## config.mk

```make
export PLATFORM = sky130hd
export DESIGN_NAME = follow_led_bank
export DESIGN_NICKNAME = d
export VERILOG_FILES = /design/src/rtl/follow_led_pkg.sv /design/src/rtl/follow_led_chan.sv /design/src/rtl/follow_led_bank.sv
export SDC_FILE = /design/constraint.sdc
export NUM_CORES = 1
export LEC_CHECK = 0
export ABC_AREA = 1
export CELL_PAD_IN_SITES_DETAIL_PLACEMENT = 1
export CELL_PAD_IN_SITES_GLOBAL_PLACEMENT = 1
export CORE_MARGIN = 2
export CORE_UTILIZATION = 48
export DETAILED_ROUTE_END_ITERATION = 6
export DONT_BUFFER_PORTS = 1
export GPL_TIMING_DRIVEN = 0
export PLACE_DENSITY_LB_ADDON = 0.1
export SYNTH_ARGS = -nofsm -noshare
export SYNTH_HDL_FRONTEND = slang
export SYNTH_SLANG_ARGS = --single-unit
```

## constraint.sdc

```tcl
create_clock -name io_clk -period 5.3 [get_ports io_clk]
set_clock_uncertainty 0.1 [all_clocks]
set_input_delay 1.06 -clock io_clk [delete_from_list [all_inputs] [get_ports io_clk]]
set_output_delay 1.06 -clock io_clk [all_outputs]
set_load 0.005 [all_outputs]
```

## src/rtl/follow_led_pkg.sv

```systemverilog
// Shared types and helpers for the follow LED bank.
// Holds mode encodings and the saturating-add helper.
package follow_led_pkg;

  typedef enum logic [1:0] {
    MODE_OFF    = 2'b00,
    MODE_FOLLOW = 2'b01,
    MODE_BLINK  = 2'b10,
    MODE_ON     = 2'b11
  } mode_e;

  localparam int SAT_W = 32;

  // Sum is formed one bit wider so the carry is never lost
  // before the clamp against max.
  function automatic logic [SAT_W-1:0] sat_add(
    input logic [SAT_W-1:0] a,
    input logic [SAT_W-1:0] b,
    input logic [SAT_W-1:0] max
  );
    logic [SAT_W:0] sum;
    sum = {1'b0, a} + {1'b0, b};
    if (sum > {1'b0, max}) begin
      return max;
    end
    return sum[SAT_W-1:0];
  endfunction

endpackage

```

## src/rtl/follow_led_chan.sv

```systemverilog
// One follow LED channel: 3-flop synchroniser, rising-edge detect,
// saturating hold counter and registered mode mux.
// Ports: clk/rst (sync, active-high), sig_in (async), mode[1:0],
//   blink_phase, pwm_gate (FOLLOW_LED_PWM_EN only), led, cnt_nz_next.
module follow_led_chan
  import follow_led_pkg::*;
#(
  parameter int CNT_W       = 24,
  parameter int FOLLOW_CONS = 500
) (
  input  logic       clk,
  input  logic       rst,
  input  logic       sig_in,
  input  logic [1:0] mode,
  input  logic       blink_phase,
`ifdef FOLLOW_LED_PWM_EN
  input  logic       pwm_gate,
`endif
  output logic       led,
  output logic       cnt_nz_next
);

  localparam logic [SAT_W-1:0] CNT_MAX = SAT_W'({CNT_W{1'b1}});
  localparam logic [SAT_W-1:0] INC_FC  = SAT_W'(FOLLOW_CONS);
  localparam logic [SAT_W-1:0] INC_ONE = SAT_W'(1);

  logic             s1_q, s2_q, s3_q;
  logic [CNT_W-1:0] cnt_q, cnt_d;
  logic             led_q, led_d;
  logic             rise;
  logic             cnt_nz;

  assign rise   = s2_q & ~s3_q;
  assign cnt_nz = (cnt_q != '0);

  always_comb begin
    cnt_d = cnt_q;
    if (mode == MODE_OFF) begin
      cnt_d = '0;
    end else if (rise) begin
      cnt_d = CNT_W'(sat_add(SAT_W'(cnt_q), INC_FC, CNT_MAX));
    end else if (s3_q) begin
      cnt_d = CNT_W'(sat_add(SAT_W'(cnt_q), INC_ONE, CNT_MAX));
    end else if (cnt_nz) begin
      cnt_d = cnt_q - CNT_W'(1);
    end
  end

  // LED reflects the counter before this edge's update, giving the
  // extra cycle of latency after the counter loads.
  always_comb begin
    led_d = 1'b0;
    unique case (mode)
      MODE_OFF:    led_d = 1'b0;
      MODE_FOLLOW: led_d = cnt_nz;
      MODE_BLINK:  led_d = cnt_nz & ~blink_phase;
      MODE_ON:     led_d = 1'b1;
      default:     led_d = 1'b0;
    endcase
`ifdef FOLLOW_LED_PWM_EN
    led_d = led_d & pwm_gate;
`endif
  end

  always_ff @(posedge clk) begin
    if (rst) begin
      s1_q  <= 1'b0;
      s2_q  <= 1'b0;
      s3_q  <= 1'b0;
      cnt_q <= '0;
      led_q <= 1'b0;
    end else begin
      s1_q  <= sig_in;
      s2_q  <= s1_q;
      s3_q  <= s2_q;
      cnt_q <= cnt_d;
      led_q <= led_d;
    end
  end

  assign led         = led_q;
  assign cnt_nz_next = (cnt_d != '0);

endmodule

```

## src/rtl/follow_led_bank.sv

```systemverilog
// Multi-channel activity/follow LED driver with per-channel modes.
// Ports: io_clk, io_rst_ram (sync, active-high), sig_in[CHANNELS],
//   mode[2*CHANNELS], pwm_duty[PWM_W], follow_light[CHANNELS],
//   any_active. Optional PWM dimming: define FOLLOW_LED_PWM_EN.
module follow_led_bank
  import follow_led_pkg::*;
#(
  parameter int CHANNELS    = 4,
  parameter int CNT_W       = 24,
  parameter int FOLLOW_CONS = 500,
  parameter int BLINK_DIV   = 5000000,
  parameter int PWM_W       = 4
) (
  input  logic                  io_clk,
  input  logic                  io_rst_ram,
  input  logic [CHANNELS-1:0]   sig_in,
  input  logic [2*CHANNELS-1:0] mode,
  input  logic [PWM_W-1:0]      pwm_duty,
  output logic [CHANNELS-1:0]   follow_light,
  output logic                  any_active
);

  localparam int PRE_W =
    (BLINK_DIV > 1) ? $clog2(BLINK_DIV) : 1;
  localparam logic [PRE_W-1:0] PRE_LAST = PRE_W'(BLINK_DIV - 1);

  logic [PRE_W-1:0]    presc_q, presc_d;
  logic                blink_phase_q, blink_phase_d;
  logic                any_active_q, any_active_d;
  logic [CHANNELS-1:0] cnt_nz_next;

  // Free-running shared blink timebase; phase flips on each wrap.
  always_comb begin
    presc_d       = presc_q + PRE_W'(1);
    blink_phase_d = blink_phase_q;
    if (presc_q == PRE_LAST) begin
      presc_d       = '0;
      blink_phase_d = ~blink_phase_q;
    end
  end

`ifdef FOLLOW_LED_PWM_EN
  logic [PWM_W-1:0] pwm_cnt_q, pwm_cnt_d;
  logic             pwm_gate;

  assign pwm_cnt_d = pwm_cnt_q + PWM_W'(1);
  assign pwm_gate  = (pwm_cnt_q < pwm_duty);

  always_ff @(posedge io_clk) begin
    if (io_rst_ram) begin
      pwm_cnt_q <= '0;
    end else begin
      pwm_cnt_q <= pwm_cnt_d;
    end
  end
`else
  logic unused_pwm_duty;
  assign unused_pwm_duty = ^pwm_duty;
`endif

  for (genvar i = 0; i < CHANNELS; i++) begin : g_chan
    follow_led_chan #(
      .CNT_W       (CNT_W),
      .FOLLOW_CONS (FOLLOW_CONS)
    ) u_chan (
      .clk         (io_clk),
      .rst         (io_rst_ram),
      .sig_in      (sig_in[i]),
      .mode        (mode[2*i+1:2*i]),
      .blink_phase (blink_phase_q),
`ifdef FOLLOW_LED_PWM_EN
      .pwm_gate    (pwm_gate),
`endif
      .led         (follow_light[i]),
      .cnt_nz_next (cnt_nz_next[i])
    );
  end

  assign any_active_d = |cnt_nz_next;

  always_ff @(posedge io_clk) begin
    if (io_rst_ram) begin
      presc_q       <= '0;
      blink_phase_q <= 1'b0;
      any_active_q  <= 1'b0;
    end else begin
      presc_q       <= presc_d;
      blink_phase_q <= blink_phase_d;
      any_active_q  <= any_active_d;
    end
  end

  assign any_active = any_active_q;

endmodule
```

==> results of run 1 <==
[synth_stat cells (all sizes together) (7+ instances only)]
| cell | number |
|---|---|
| nand2 | 1149 |
| nor2 | 666 |
| inv | 401 |
| nand3 | 384 |
| dfxtp | 137 |
| o21ai | 119 |
| nand4 | 97 |
| buf | 87 |
| a21oi | 71 |
| xor2 | 58 |
| clkbuf | 55 |
| nor3 | 49 |
| ha | 29 |
| nor4 | 16 |
| nand3b | 13 |
| clkinv | 10 |
| nor3b | 10 |
| a31oi | 7 |
[worst reg2reg max path, cell delays in order, from the launching register on]
cell and delay [ps]:
dfxtp_1 620, ha_1 370, nand2_1 140, nor2_4 250, nand2_2 160, nor2_1 230, nand2_1 110, nand2_1 140
nand3_1 130, nor2_1 130, nand2_1 110, nor2_4 130, nand2_4 110, buf_6 170, nand3_1 70, nand2_1 90
nand2_1 60, nand2_1 130, nand2_1 160, nor2_1 70, nand2_1 90, nor2_1 50, nand2_1 80, nor2_1 50
a21oi_2 190
[worst min path at each step]
stage                                from                     to  slack (ps)  depth (start not counted)
floorplan           g_chan[0].u_chan.s1_q  g_chan[0].u_chan.s2_q         290                          2
global placement    g_chan[0].u_chan.s1_q  g_chan[0].u_chan.s2_q         290                          2
detailed placement  g_chan[3].u_chan.s1_q  g_chan[3].u_chan.s2_q         300                          2
CTS                 g_chan[2].u_chan.s1_q  g_chan[2].u_chan.s2_q         310                          2
global route        g_chan[3].u_chan.s1_q  g_chan[3].u_chan.s2_q         320                          2
finish              g_chan[3].u_chan.s1_q  g_chan[3].u_chan.s2_q         310                          2
[cells by family (layout without fill, tap and decap cells)]
group | after synthesis | in the layout | share of synthesized area
AO/OA/AOI/OAI | 208 | 208 | 0.06262
XOR/XNOR | 61 | 61 | 0.03074
adder cells (fa/ha/maj) | 29 | 29 | 0.02087
buffers and inverters | 553 | 585 | 0.1310
flip-flops | 137 | 137 | 0.1578
other | 0 | 1 | 0
AND/OR/NAND/NOR | 2392 | 2392 | 0.5970
[power breakdown]
| part | internal [mW] | switching (mW) | total, mW | leakage (nW) |
|---|---|---|---|---|
| Clock | 0.703 | 0.537 | 1.24 | 0.284 |
| Sequential | 1.16 | 0.141 | 1.30 | 1.12 |
| Combinational | 0.949 | 2.54 | 3.49 | 7.79 |
| Total | 2.81 | 3.21 | 6.02 | 9.20 |
[metal layers]
metal,routed length (um),vias to the layer above,global-route usage
met3,5572,264,0.06073
li1,-,10650,-
met2,36390,972,0.6912
met1,32570,11030,0.5106
met5,0,-,0
met4,4610,0,0.2305
[metrics by stage]
step,power (mW),instance area [um2],setup slack [ps],util
floorplan,3.576,17380,2560,-
global placement,4.506,17960,1506,0.5037
detailed placement,4.627,17960,1387,0.5037
CTS,5.893,18550,1336,0.5203
global route,6.376,18550,1062,0.5203
finish,6.023,18550,1258,0.5203
[layout make-up]
| type | instances | area, um2 | share of cell area |
|---|---|---|---|
| multi-input cells | 2690 | 12360 | 0.6664 |
| flip-flops and latches | 137 | 2743 | 0.1478 |
| inverters | 411 | 1543 | 0.08315 |
| plain buffers | 142 | 734.5 | 0.03959 |
| well taps | 461 | 576.8 | 0.03109 |
| clock buffers | 18 | 429.2 | 0.02313 |
| clock inverters | 14 | 161.4 | 0.008700 |
| diodes | 1 | 2.502 | 0.0001349 |
[flip-flops by register name, summed over array words and instances, names as in the netlist]
| register | cells |
|---|---|
| g_chan.u_chan.s3_q | 4 |
| g_chan.u_chan.s2_q | 4 |
| g_chan.u_chan.cnt_q | 96 |
| any_active | 1 |
| g_chan.u_chan.led | 4 |
| g_chan.u_chan.s1_q | 4 |
| blink_phase_q | 1 |
| presc_q | 23 |
==> impl_results.md, run 1 <==
* Status: finished with violations
* Failing checks: DRC
* End of the critical path: any_active
* Critical path class: register to register
* Largest stage delay, worst path at 620 ps
* FF+latch count, synth at 137
* Largest net degree at the start of global routing at 17
* Mean post-synth cell area at 5.143 um2
* Critical-path cell list: ha_1 > nand2_1 > nor2_4 > nand2_2 > nor2_1 > nand2_1 > nand2_1 > nand3_1 > nor2_1 > nand2_1 > nor2_4 > nand2_4 > buf_6 > nand3_1 > nand2_1 > nand2_1 > nand2_1 > nand2_1 > nor2_1 > nand2_1 > nor2_1 > nand2_1 > nor2_1 > a21oi_2
* First-pass GRT wire length at 124100 um
* Via Count at 22920
* Number of remaining DRC errors at 2
* Port Buffers at 0
* Reg-to-Reg End: any_active
* Ports at 23
* Distinct cells, synth at 45
* Max_slew headroom at 0.3227
* Max-slew violations at 0
* Setup TNS at 0 ps
* Most common cell after layout, fill and taps aside: nand2_1
* Crit-path max FO at 10
* Worst setup startpoint: g_chan[2].u_chan.cnt_q[3]
* Post-synthesis cell count at 3380
* Drt total wl at 79150 um
* CTS Hold Bufs at 0
* Fmax at 0.2474 GHz
* Placed cell count at 3841
* CTS max path bufs at 2
* DR WL/cell at 20.43 um
* DR iter-0 viols at 2181
* Ys async rst share at 0
* # nets final at 3446
* Post-synth EDFFs at 0
* Die area at 37750 um2
* Final setup vio count at 0
* Core area at 35660 um2
* P per Cell Area at 324.6 nW/um2
* Root Driver: clkbuf_16
* Fillers at 5566
* Yosys top cell by area: nand2_1
* Finished Layout Cells at 3874
* Depth of the most critical reg-to-reg path at 24
* Pleak at 9.201 nW
* Fin crit period at 4042 ps
* Worst-skew pair later-pin latency at 460 ps
* GR Util All Layers at 0.4134
* Final Hold Viols at 0
* Crit path arrival time at 4310 ps
* Area Overhead vs Synth at 6.730%
* Via/cell ratio at 5.916
* Final Hold Slack at 307.4 ps
* Most used cell, CP: nand2_1
* DRT Pass-1 Iters at 7
* Period utilization at 0.7627
* Reg2reg start: g_chan[2].u_chan.cnt_q[3]
* Sequential element share of the synthesized area at 0.1578
* Post-CTS Setup Inserts at 0
* Mapped cell area at 17380 um2
* RePlAce Congestion at 1.058
* Hold Crit Class: register to register
* Synth top area cells: nand2_1, dfxtp_1, nor2_1
* Num CTS Buffers at 17
* Cts repair resizes at 0
* Slowest-stage cell, CP: dfxtp_1
* Synth warn at 0
* Most used DFF post-synth: dfxtp_1
* WP depth at 24
* Share of the synthesized area in the top cell type at 0.2425
* CP Buf/Inv Count at 1
* H-tree depth at 4
* Cell family with most CP delay: simple AND/OR/NAND/NOR gates
* R2r setup slk at 1260 ps
* Worst setup SP type: register
* Initial Utilization at 0.4875
* Share of layout cells above drive strength 1 at 0.07386
* Placed wire-length estimate at 63930 um
* VDD IR-drop max at 0.2483 mV
* Routed Antenna Nets at 0
* Max-capacitance violation count at 0
* Most frequent cells in the layout: nand2_1, nor2_1, nand3_1
* Total grt overflow at 0
* Total clock sinks at 137
* Chip Width at 194.3 um
* TritonCTS clock tree: built
* Rows at 69
* Crit. End Element: register
* RSZ-0062 raised after global routing: no
* Critical Path RT at 5560 ps
* Clock transition at path regs at 70 ps
* Vias in the first global route at 22850
* Syn_nets at 3427
* Worst Max-Slew Pin Slew at 1012 ps
* Die H at 194.3 um
* Initial antenna violation count at 1
Note: power is estimated with default switching activity, not from simulation.
==> run 2: changes to the inputs <==
--- a/config.mk
+++ b/config.mk
@@ -9,7 +9,7 @@
 export CELL_PAD_IN_SITES_DETAIL_PLACEMENT = 1
 export CELL_PAD_IN_SITES_GLOBAL_PLACEMENT = 1
 export CORE_MARGIN = 2
-export CORE_UTILIZATION = 48
+export CORE_UTILIZATION = 40
 export DETAILED_ROUTE_END_ITERATION = 6
 export DONT_BUFFER_PORTS = 1
 export GPL_TIMING_DRIVEN = 0
==> constraint.sdc (replaced) <==
create_clock -name io_clk -period 3.3 [get_ports io_clk]
set_clock_uncertainty 0.1 [all_clocks]
set_input_delay 0.66 -clock io_clk [delete_from_list [all_inputs] [get_ports io_clk]]
set_output_delay 0.66 -clock io_clk [all_outputs]
set_load 0.005 [all_outputs]
==> run 2 against run 1 <==
The flow finishes with violations (setup timing). Count of clock-buffer cells in the layout grew 2. Global-route usage shrank 4.8 points. Die area grew 20%. Wire length grew 7.6%. Largest power group unchanged. Sequential share of layout area shrank 1.3 points.
==> impl_results.md, run 2 (synthesis results as in run 1) <==
* Status: finished with violations
* Failing checks: setup timing
* Largest net degree at the start of global routing at 17
* Root Driver: clkbuf_16
* Period utilization at 1.019
* DR iter-0 viols at 1836
* P per Cell Area at 501.9 nW/um2
* Die H at 212.5 um
* RePlAce Congestion at 1.009
* Routed Antenna Nets at 0
* VDD IR-drop max at 0.4169 mV
* Worst-skew pair later-pin latency at 470 ps
* Most common cell after layout, fill and taps aside: nand2_1
* Critical path class: register to register
* Port Buffers at 0
* Pre-CTS setup slack at -682.9 ps
* Critical-path cell list: buf_6 > nand2_1 > nor2_2 > nand2_2 > nand2_1 > nand2_1 > nor2_2 > nand3_2 > nand3_1 > nor2_2 > nand2_4 > buf_6 > nand3_1 > nand2_2 > nand2_1 > nand2_1 > nand2_1 > nor2_1 > nand2_1 > nor2_1 > nand2_1 > nor2_2 > a21oi_4
* Max_slew headroom at 0.4973
* # nets final at 3531
* Share of layout cells above drive strength 1 at 0.1748
* Most frequent cells in the layout: nand2_1, nor2_1, inv_1
* Fmax at 0.2975 GHz
* Crit path arrival time at 3580 ps
* Most used cell, CP: nand2_1
* Initial antenna violation count at 3
* Critical Path RT at 3520 ps
* Pleak at 9.910 nW
* Total grt overflow at 0
* TritonCTS clock tree: built
* DRT Pass-1 Iters at 5
* WP depth at 23
* H-tree depth at 4
* Via/cell ratio at 5.625
* CTS max path bufs at 2
* Hold Crit Class: input port to register
* Cell family with most CP delay: simple AND/OR/NAND/NOR gates
* Area Overhead vs Synth at 19.82%
* Placed wire-length estimate at 67150 um
* Via Count at 22970
* Chip Width at 212.5 um
* Worst Max-Slew Pin Slew at 754.1 ps
* GR Util All Layers at 0.3654
* Setup TNS at -61.65 ps
* Clock transition at path regs at 60 ps
* Number of remaining DRC errors at 0
* Core area at 42980 um2
* First-pass GRT wire length at 126300 um
* Hold depth at 2
* Top Registers: g_chan.u_chan.cnt_q: 96 flops, presc_q: 23 flops
* Final Util at 0.4846
* Max-capacitance violation count at 0
* Fillers at 6294
* Max-slew violations at 0
* Fin crit period at 3362 ps
* Crit-path max FO at 10
* Cell area after layout at 20830 um2
* Ports at 23
* DR WL/cell at 20.86 um
* Dpl cell area at 18110 um2
* Die area at 45140 um2
* Final Hold Viols at 0
* Final setup margin at -61.65 ps
* Rows at 76
* Slowest-stage cell, CP: dfxtp_1
* Vias in the first global route at 22140
* Initial Utilization at 0.4044
* Total clock sinks at 137
* Num CTS Buffers at 17
* Largest stage delay, worst path at 400 ps
* CP Buf/Inv Count at 2
* RSZ-0062 raised after global routing: yes
* Final setup vio count at 1
* Drt total wl at 85180 um
* Worst setup SP type: register
* Depth of the most critical reg-to-reg path at 23
* Largest Register: g_chan.u_chan.cnt_q
* Crit. End Element: register
* CTS Hold Bufs at 0
* Max FFs per register at 96
## run 2: cell types whose count changed in the layout (fill, tap and decap cells not counted), moves of 14 or more
cell	previous run	this run
nand2_1	1123	1039
nor2_1	596	512
nand2_2	22	99
buf_4	24	96
nor2_4	24	69
nor2_2	45	84
dfxtp_1	137	107
buf_2	51	22
dfxtp_2	0	18
nand3_1	377	359
clkbuf_4	0	16
nand3_2	6	22
buf_6	6	20
ha_1	29	15
## run 2: through the flow
step / std cells / total power, mW / hold slack [ps]
final: 4083 / 10.45 / 198.4
after detailed placement: 3965 / 7.540 / 306.5
after CTS: 4030 / 9.828 / 181.8
after global routing: 4082 / 11.11 / 186.3
after floorplan: 3380 / 5.743 / 288.3
after global placement: 3965 / 7.399 / 293.0
## run 2: timing repair
action / 4_1_cts / 5_1_grt
buffers inserted: 35 / 47
gates resized for setup: 177 / 252
setup endpoints to repair: 13 / 2
cloned: 0 / 4
pin swaps: 30 / 70
## run 2: worst paths after layout
check | end | start | slack (ps)
worst min-delay path | g_chan[0].u_chan.s1_q | sig_in[0] | 200
worst max-delay path | any_active | g_chan[1].u_chan.cnt_q[6] | -60
worst min register to register | g_chan[1].u_chan.s2_q | g_chan[1].u_chan.s1_q | 310
worst max register to register | any_active | g_chan[1].u_chan.cnt_q[6] | -60
## run 2: cell type report
| cell class | instances | area (um2) | area share |
|---|---|---|---|
| Sequential cell | 137 | 2810 | 0.1349 |
| Antenna cell | 2 | 5.005 | 0.0002403 |
| Buffer | 141 | 894.6 | 0.04295 |
| Clock buffer | 20 | 456.7 | 0.02193 |
| Tap cell | 585 | 732.0 | 0.03514 |
| Clock inverter | 11 | 122.6 | 0.005887 |
| Multi-Input combinational cell | 2692 | 13520 | 0.6490 |
| Inverter | 411 | 1570 | 0.07539 |
| Timing Repair Buffer | 84 | 718.2 | 0.03448 |
## run 2: power by group
| part | total [mW] | internal [mW] | leakage (nW) | switching (mW) |
|---|---|---|---|---|
| Clock | 1.96 | 1.14 | 0.286 | 0.818 |
| Sequential | 2.13 | 1.88 | 1.14 | 0.253 |
| Combinational | 6.36 | 1.91 | 8.49 | 4.45 |
## run 2: worst reg2reg max path: stages, from the launching register on
cell,delay (ps)
dfxtp_1,400
buf_6,180
nand2_1,140
nor2_2,120
nand2_2,100
nand2_1,70
nand2_1,140
nor2_2,180
nand3_2,140
nand3_1,130
nor2_2,60
nand2_4,130
buf_6,180
nand3_1,100
nand2_2,130
nand2_1,50
nand2_1,90
nand2_1,70
nor2_1,150
nand2_1,80
nor2_1,130
nand2_1,80
nor2_2,170
a21oi_4,90
## run 2: layer usage
| metal | share of wire | track usage | wire length (um) | up-vias |
|---|---|---|---|---|
| li1 | - | - | - | 10820 |
| met1 | 0.43 | 0.4765 | 36340 | 11050 |
| met2 | 0.46 | 0.6087 | 39600 | 878 |
| met3 | 0.058 | 0.03619 | 4959 | 222 |
| met4 | 0.050 | 0.1649 | 4292 | 0 |
| met5 | 0 | 0 | 0 | - |
